[src/rtl/fft_frame_ctrl.sv]
// Audio-to-FFT frame controller: buffers samples into framed Avalon-ST beats and checks result framing.
// Optional macro FFT_FRAME_CONTINUOUS_EN: stream frames back-to-back without waiting for results.
module fft_frame_ctrl #(
    parameter int FRAME_LEN = 1024,
    parameter int DW        = 16
) (
    input  logic          i_clk,
    input  logic          i_reset_n,
    input  logic          i_start,
    input  logic          i_clear,
    input  logic          i_sample_valid,
    input  logic [DW-1:0] i_sample,
    output logic          o_sample_ready,
    input  logic          i_source_ready,
    output logic          o_source_valid,
    output logic [DW-1:0] o_source_data,
    output logic          o_source_sop,
    output logic          o_source_eop,
    input  logic          i_sink_valid,
    input  logic          i_sink_sop,
    input  logic          i_sink_eop,
    output logic          o_busy,
    output logic          o_result_done,
    output logic          o_error,
    output logic [15:0]   o_frame_cnt
);
    localparam int AW = $clog2(FRAME_LEN);
    localparam logic [AW-1:0] LAST = AW'(FRAME_LEN - 1);

    typedef enum logic [1:0] {IDLE, STREAM, WAIT_RESULT} state_t;
    state_t state, state_nxt;

    logic          full;
    logic [DW-1:0] hold;
    logic [AW-1:0] beat_cnt;
    logic [AW-1:0] res_cnt;
    logic [AW-1:0] res_idx;
    logic          res_open;
    logic          res_bad;
    logic          res_fault;
    logic          xfer;
    logic          eop_xfer;
    logic          accept;

    assign o_source_valid = full && (state == STREAM);
    assign xfer           = o_source_valid && i_source_ready;
    assign eop_xfer       = xfer && (beat_cnt == LAST);
    // Outside STREAM samples are swallowed so the audio source never stalls.
    assign o_sample_ready = (state != STREAM) || !full || xfer;
    assign accept         = (state == STREAM) && i_sample_valid && o_sample_ready;
    assign o_source_data  = hold;
    assign o_source_sop   = o_source_valid && (beat_cnt == '0);
    assign o_source_eop   = o_source_valid && (beat_cnt == LAST);
    assign o_busy         = (state != IDLE);

    always_comb begin
        state_nxt = state;
        case (state)
            IDLE:        if (i_start) state_nxt = STREAM;
            STREAM: begin
                if (eop_xfer) begin
`ifdef FFT_FRAME_CONTINUOUS_EN
                    state_nxt = STREAM;
`else
                    state_nxt = WAIT_RESULT;
`endif
                end
            end
            WAIT_RESULT: if (i_sink_valid && i_sink_eop) state_nxt = IDLE;
            default:     state_nxt = IDLE;
        endcase
    end

    always_ff @(posedge i_clk or negedge i_reset_n) begin
        if (!i_reset_n) state <= IDLE;
        else            state <= state_nxt;
    end

    // A sample caught on the cycle that leaves STREAM belongs to no frame; drop it.
    always_ff @(posedge i_clk or negedge i_reset_n) begin
        if (!i_reset_n) begin
            full <= 1'b0;
            hold <= '0;
        end else if (state_nxt != STREAM) begin
            full <= 1'b0;
        end else if (accept) begin
            full <= 1'b1;
            hold <= i_sample;
        end else if (xfer) begin
            full <= 1'b0;
        end
    end

    always_ff @(posedge i_clk or negedge i_reset_n) begin
        if (!i_reset_n)                                beat_cnt <= '0;
        else if (state == IDLE && state_nxt == STREAM) beat_cnt <= '0;
        else if (xfer)                                 beat_cnt <= beat_cnt + 1'b1;
    end

    always_ff @(posedge i_clk or negedge i_reset_n) begin
        if (!i_reset_n)    o_frame_cnt <= '0;
        else if (i_clear)  o_frame_cnt <= '0;
        else if (eop_xfer) o_frame_cnt <= o_frame_cnt + 16'd1;
    end

    // Result framing: res_idx is the index of the current sink beat within its frame.
    always_comb begin
        res_idx   = i_sink_sop ? '0 : res_cnt + 1'b1;
        res_fault = 1'b0;
        if (i_sink_valid) begin
            if (state == IDLE)                       res_fault = 1'b1;
            if (i_sink_sop && res_open)              res_fault = 1'b1;
            if (i_sink_eop && (res_idx != LAST || !(res_open || i_sink_sop)))
                res_fault = 1'b1;
        end
    end

    always_ff @(posedge i_clk or negedge i_reset_n) begin
        if (!i_reset_n) begin
            res_cnt  <= '0;
            res_open <= 1'b0;
            res_bad  <= 1'b0;
        end else if (i_sink_valid) begin
            if (i_sink_sop || res_open) res_cnt <= res_idx;
            if (i_sink_eop)                    res_open <= 1'b0;
            else if (i_sink_sop || res_open)   res_open <= 1'b1;
            if (i_sink_sop) res_bad <= res_fault;
            else            res_bad <= res_bad | res_fault;
        end
    end

    always_ff @(posedge i_clk or negedge i_reset_n) begin
        if (!i_reset_n) begin
            o_result_done <= 1'b0;
            o_error       <= 1'b0;
        end else begin
            o_result_done <= i_sink_valid && i_sink_eop && !res_fault && (i_sink_sop || !res_bad);
            if (i_clear)                        o_error <= 1'b0;
            else if (i_sink_valid && res_fault) o_error <= 1'b1;
        end
    end
endmodule

[config.mk]
export PLATFORM = sky130hd
export DESIGN_NAME = fft_frame_ctrl
export DESIGN_NICKNAME = d
export VERILOG_FILES = /design/src/rtl/fft_frame_ctrl.sv
export SDC_FILE = /design/constraint.sdc
export NUM_CORES = 1
export LEC_CHECK = 0
export ABC_CLOCK_PERIOD_IN_PS = 4400
export CELL_PAD_IN_SITES_DETAIL_PLACEMENT = 1
export CELL_PAD_IN_SITES_GLOBAL_PLACEMENT = 1
export CORE_MARGIN = 4
export CORE_UTILIZATION = 40
export DETAILED_ROUTE_END_ITERATION = 8
export GPL_TIMING_DRIVEN = 0
export PLACE_DENSITY = 0.91
export SETUP_SLACK_MARGIN = 0.02
export SLEW_MARGIN = 0
export SYNTH_ARGS = -nofsm -noshare
export SYNTH_HDL_FRONTEND = slang
export SYNTH_SLANG_ARGS = --single-unit
export TNS_END_PERCENT = 30
[constraint.sdc]
create_clock -name i_clk -period 4.4 [get_ports i_clk]
set_input_delay 1.1 -clock i_clk [delete_from_list [all_inputs] [get_ports i_clk]]
set_output_delay 1.1 -clock i_clk [all_outputs]
set_load 0.05 [all_outputs]
After elaboration in Yosys (flattened, before gate mapping)
Index checks and enable logic that the tools add are counted.
{ "totals": {"register_bits": 59, "inputBits": 25, "output_inout_bits": 39, "wordCells": 77} }
{ "classes": {"add_sub_neg": 3, "n_eq_ne": 7, "muxes": 21, "bitwise_logic": 2, "reduce_logical": 34} }
{ "op_table": {"columns": ["operator", "n"], "rows": [
  ["$mux W16", 2],
  ["$mux W10", 3],
  ["$add A10 B1 Y10 const B", 2],
  ["$add A16 B1 Y16 const B", 1],
  ["$logic_and A1 B1 Y1", 14],
  ["$mux W1", 12],
  ["$eq A10 B10 Y1 const B", 1],
  ["$logic_not A10 Y1", 1],
  ["$ne A10 B10 Y1 const B", 1],
  ["$reduce_bool A2 Y1", 5],
  ["$mux W2", 3],
  ["$pmux W2 S3", 1],
  ["$reduce_and A2 Y1", 3],
  ["$logic_or A1 B1 Y1", 5],
  ["$eq A2 B1 Y1 const B", 2],
  ["$logic_not A1 Y1", 4],
  ["$ne A2 B1 Y1 const B", 2],
  ["$reduce_bool A3 Y1", 1],
  ["$eq A2 B2 Y1 const B", 1],
  ["$logic_not A2 Y1", 1],
  ["$not A1 Y1", 1],
  ["$or A1 B1 Y1", 1]
]} }

Longest topological paths before layout
{ "depth": {"ltp_word": 10, "mapped_depth": 8, "mapped_depth_nobuf": 6} }

Least setup slack after synthesis
Ideal clock, no wire load.
{ "synth_timing": {"kind": "input -> register", "from": "input i_source_ready", "to": "register hold[10], in the netlist o_source_data[10]", "setup_ns": 0.125, "arrival_time_ns": 2.545, "t_required_ns": 4.275, "setup_slack_ns": 1.730, "cell_stages": 8, "n_path_buf": 3, "cell_sequence": "and4b_1 > buf_4 > and2_4 > and3_1 > buf_2 > nor2_8 > buf_6 > mux2_2"} }
{ "synth_via": {"elab_chain_len": 7, "word_cells_on_any_way": 9, "cone_classes": "eq/ne: 1; mux: 2; bitwise: 1; reduce/logical: 5"} }
{ "synth_lines": {"columns": ["element", "line", "rtl"], "rows": [
  ["start: declaration", "14", "input logic i_source_ready,"],
  ["$logic_and A1 B1 Y1 *", "46", "assign xfer = o_source_valid && i_source_ready;"],
  ["$logic_and A1 B1 Y1", "47", "assign eop_xfer = xfer && (beat_cnt == LAST);"],
  ["$mux W2", "61", "if (eop_xfer) begin"],
  ["$pmux W2 S3", "58", "case (state)"],
  ["$ne A2 B1 Y1", "84", "end else if (state_nxt != STREAM) begin"],
  ["$not A1 Y1 (no line)", null, null],
  ["$reduce_and A2 Y1 (no line) *", null, null],
  ["end signal: assignment", "88", "hold <= i_sample;"],
  ["end: declaration", "34", "logic [DW-1:0] hold;"]
]} }
Every way passes the cells marked *; elsewhere a longest branch is shown, timed or not.
A chain may end at the register's enable or synchronous reset.

Final worst setup path
{ "layout_timing": {"from": "input i_source_ready", "to": "output o_sample_ready"} }
{ "layout_via": {"elab_chain_len": 2} }
{ "layout_lines": {"columns": ["element", "line", "rtl"], "rows": [
  ["$logic_and A1 B1 Y1", "46", null],
  ["$logic_or A1 B1 Y1", "49", "assign o_sample_ready = (state != STREAM) || !full || xfer;"],
  ["end: declaration", "13", "output logic o_sample_ready,"]
]} }
Every way passes these cells.

==> summary.txt <==
Outcome
  • Outcome: finished clean

Timing
  • Final setup fails: 0
  • Final Max Tran Viols: 0
  • Slew @ Worst Pin: 0.719 ns
  • Fin crit period: 3.62 ns
  • Skew final: approximately 0.008 ns
  • Max Clk Rate: approximately 280 MHz
  • Setup_tns: 0 ns
  • RSZ-0062 raised after global routing: no
  • Rel. slew slack: 51.9%
  • Hold Vio Cnt, Final: 0
  • Setup WS post-layout: 0.777 ns
  • Hold slack final: 0.471 ns
  • Tcrit/Tclk final: 82.3%

Logic synthesis
  • Cell taking the most area after synthesis: dfrtp_1
  • Largest cells by area after synthesis: dfrtp_1, mux2_2, xnor2_1, nor2_1, o21ai_0
  • Synthesis-stage register bit count: 59
  • Post-Syn Area per Cell: 10.1 sq um
  • Ys async rst share: 100%
  • Post-Syn Area: about 3000 sq um
  • Seq/Total Area, Yosys: 48.5%
  • YS warnings: 0
  • Cells after synthesis: ~300
  • Post-synth EDFFs: 0
  • Top-area cell type share of the netlist area: between 40% and 50%
  • Main synth FF type: dfrtp_1
  • Distinct cell type count after synthesis: 51
  • Syn nets: 330

Floorplan
  • Die area: 9070 sq um
  • IO Pins: 64
  • Num rows: 31
  • Initial Util: 41.5%
  • Die Y-Extent: 95.2 microns
  • Core area: 7330 sq um
  • Die Span X: 95.2 microns

Worst setup path
  • Crit-path cells: clkdlybuf4s50_1, or2_2, clkdlybuf4s50_1
  • Worst-case reg-to-reg path depth: 7
  • Delay of the slowest critical-path stage: 0.70 ns
  • Reg2reg setup slack: 1.90 ns
  • Worst Path Max Fanout: 3
  • Worst path required time: 3.30 ns
  • Crit path depth: 3
  • Critical Path Sink Type: output port
  • Crit path arrival time: 2.52 ns
  • Worst reg2reg endpoint: res_bad
  • WP buf/inv: 2
  • Element type at the critical path start: input pin
  • Origin of the critical flop-to-flop path: res_cnt[0]
  • CP Class: input pin to output port
  • Slowest CP cell: clkdlybuf4s50_1
  • Cell repeated most along the worst path: clkdlybuf4s50_1
  • CP delay by family, top: buffers and inverters

Final layout
  • Most frequent cells in the layout: clkdlybuf4s50_1, dfrtp_1, nor2_1
  • Core Util, Final: a little over half
  • Synth-to-Final Area Change: 31.7%
  • # diodes: 0
  • Leading cell type in the layout, fill and taps excluded: clkdlybuf4s50_1
  • Proportion of layout cells with a drive suffix above 1: around 13%
  • Fin area: 4010 sq um
  • Final net count: roughly 400

Clock tree
  • CTS Buffer Depth: 2
  • Clock Tree Root: clkbuf_8
  • Setup bufs post-CTS: 0
  • H-tree depth: 3
  • Clock sink total: 59
  • Total CTS buffers: 9
  • CTS resizes: 0
  • CTS tree: done
  • Hold-fix buffers, CTS: 0
  • Worst skew pair latency: about 0.33 ns
  • Clk pin slew, worst setup/hold paths: 0.06 ns

Global routing
  • First-pass GRT wire length: 13,600 microns
  • Initial antenna violation count: 0
  • GRT Total Usage: around 19%
  • Largest net degree at the start of global routing: 40
  • GRT overflow: 0
  • Vias in the first global route: 2,803

Detailed routing
  • Post-Route WL: 8190 microns
  • Routed WL per cell: 17.1 microns
  • DRT iter0 DRCs: 65
  • # DRC: 0
  • Via-to-Cell Ratio: 5.41
  • Post-route ant nets: 0
  • Pre-antenna DRT Iters: 4
  • Vias after detailed routing: 2,593

Power and ir drop
  • Leakage: 0.00160 uW
  • Seq pwr share: a little over two fifths
  • Peak VDD IR: roughly 260 uV
  • Internal power: roughly 1100 uW
  • Clock power frac: 32.1%
  • Switching power of the nets: 526 uW
  • P per Cell Area: around 400 nW/um^2
  • Comb pwr share: 25.6%
  • Sw Share: about 33%

Placed design
  • Pre-CTS setup slack: 0.769 ns
  • Cell Area, Placed: 3800 sq um
  • Gpl congestion: around 0.86
  • Number of I/O port buffers: 62
  • DP HPWL: approximately 6000 microns

Min path
  • Hold Path Class: flop to flop
  • Hold path depth: 1
  • Worst hold endpoint: o_result_done
  • Worst hold path startpoint: res_bad

Flow run
  • Max Cap Viol: 0
[synth_stat cells (2+ instances only)]
| master | number |
|---|---|
| dfrtp_1 | 59 |
| nor2_1 | 30 |
| nand2_1 | 23 |
| o21ai_0 | 18 |
| mux2_2 | 17 |
| xnor2_1 | 17 |
| nand3_1 | 14 |
| a21oi_1 | 12 |
| inv_1 | 11 |
| nand4_1 | 10 |
| nor4_1 | 8 |
| and2_1 | 6 |
| nor3_1 | 6 |
| and4_1 | 5 |
| or3_1 | 5 |
| xor2_1 | 5 |
| buf_6 | 4 |
| ha_1 | 4 |
| and3_1 | 3 |
| clkbuf_1 | 3 |
| o22ai_1 | 3 |
| a2111oi_2 | 2 |
| and4b_1 | 2 |
| buf_4 | 2 |
| nand3b_1 | 2 |
| nor2b_1 | 2 |
| o31ai_1 | 2 |
| o41ai_1 | 2 |
| or2_2 | 2 |
[how the worst max path moves through the flow]
stage / endpoint / slack (ns) / start
2_1_floorplan: o_source_data[10] / 1.73 / i_source_ready
3_3_place_gp: res_cnt[8] / 0.30 / i_reset_n
3_5_place_dp: o_sample_ready / 0.77 / i_source_ready
4_1_cts: o_sample_ready / 0.77 / i_source_ready
5_1_grt: o_sample_ready / 0.74 / i_source_ready
6_report: o_sample_ready / 0.78 / i_source_ready
[final cells by class]
cell class | count | area [sq um]
fill | 811 | 3320
sequential | 59 | 1480
multi-input combinational | 218 | 1430
timing repair buffer | 63 | 636
clock buffer | 15 | 176
tap | 99 | 124
buffer | 13 | 98.8
inverter | 11 | 41.3
clock inverter | 1 | 30.0
[state kept, by name, indices dropped and copies added, names as in the netlist]
signal / count
res_cnt: 10
res_open: 1
state: 2
full: 1
o_error: 1
o_frame_cnt: 16
beat_cnt: 10
res_bad: 1
o_source_data: 16
o_result_done: 1
[power groups by stage]
stage,registers [uW],logic (uW),clock network (uW)
4_1_cts,678,415,530
3_3_place_gp,678,396,0
5_1_grt,690,442,559
3_5_place_dp,684,414,0
6_report,679,412,517
2_1_floorplan,770,167,0
[cells by family (layout without fill, tap and decap cells)]
family	after synthesis	count (layout)	share of synthesized area [%]
compound gates	48	48	9.95
fa+ha+maj	4	4	1.64
simple gates	126	126	22.3
flops	59	59	48.5
buf+inv	24	103	4.60
mux	18	18	6.62
xor+xnor	22	22	6.33
[routing by layer]
layer / vias up / track usage, % / wire length (microns)
met5: - / 0 / 0
met4: 0 / 5.29 / 105
met3: 10 / 6.08 / 464
met2: 62 / 34.2 / 4220
met1: 1306 / 22.5 / 3410
li1: 1215 / - / -
[stage by stage]
step | instances | total power (uW)
final | 479 | 1610
after global routing | 479 | 1690
after CTS | 479 | 1620
after detailed placement | 463 | 1100
after global placement | 462 | 1070
after floorplan | 301 | 937
[worst register-to-register path: stages (launching register included)]
cell and delay [ns]:
dfrtp_1 0.47, ha_1 0.19, clkbuf_1 0.37, nand3b_1 0.12, or4_1 0.42, a32oi_1 0.32
a41oi_1 0.21, a211o_1 0.30
No activity file was read; power rests on OpenSTA's default activity.
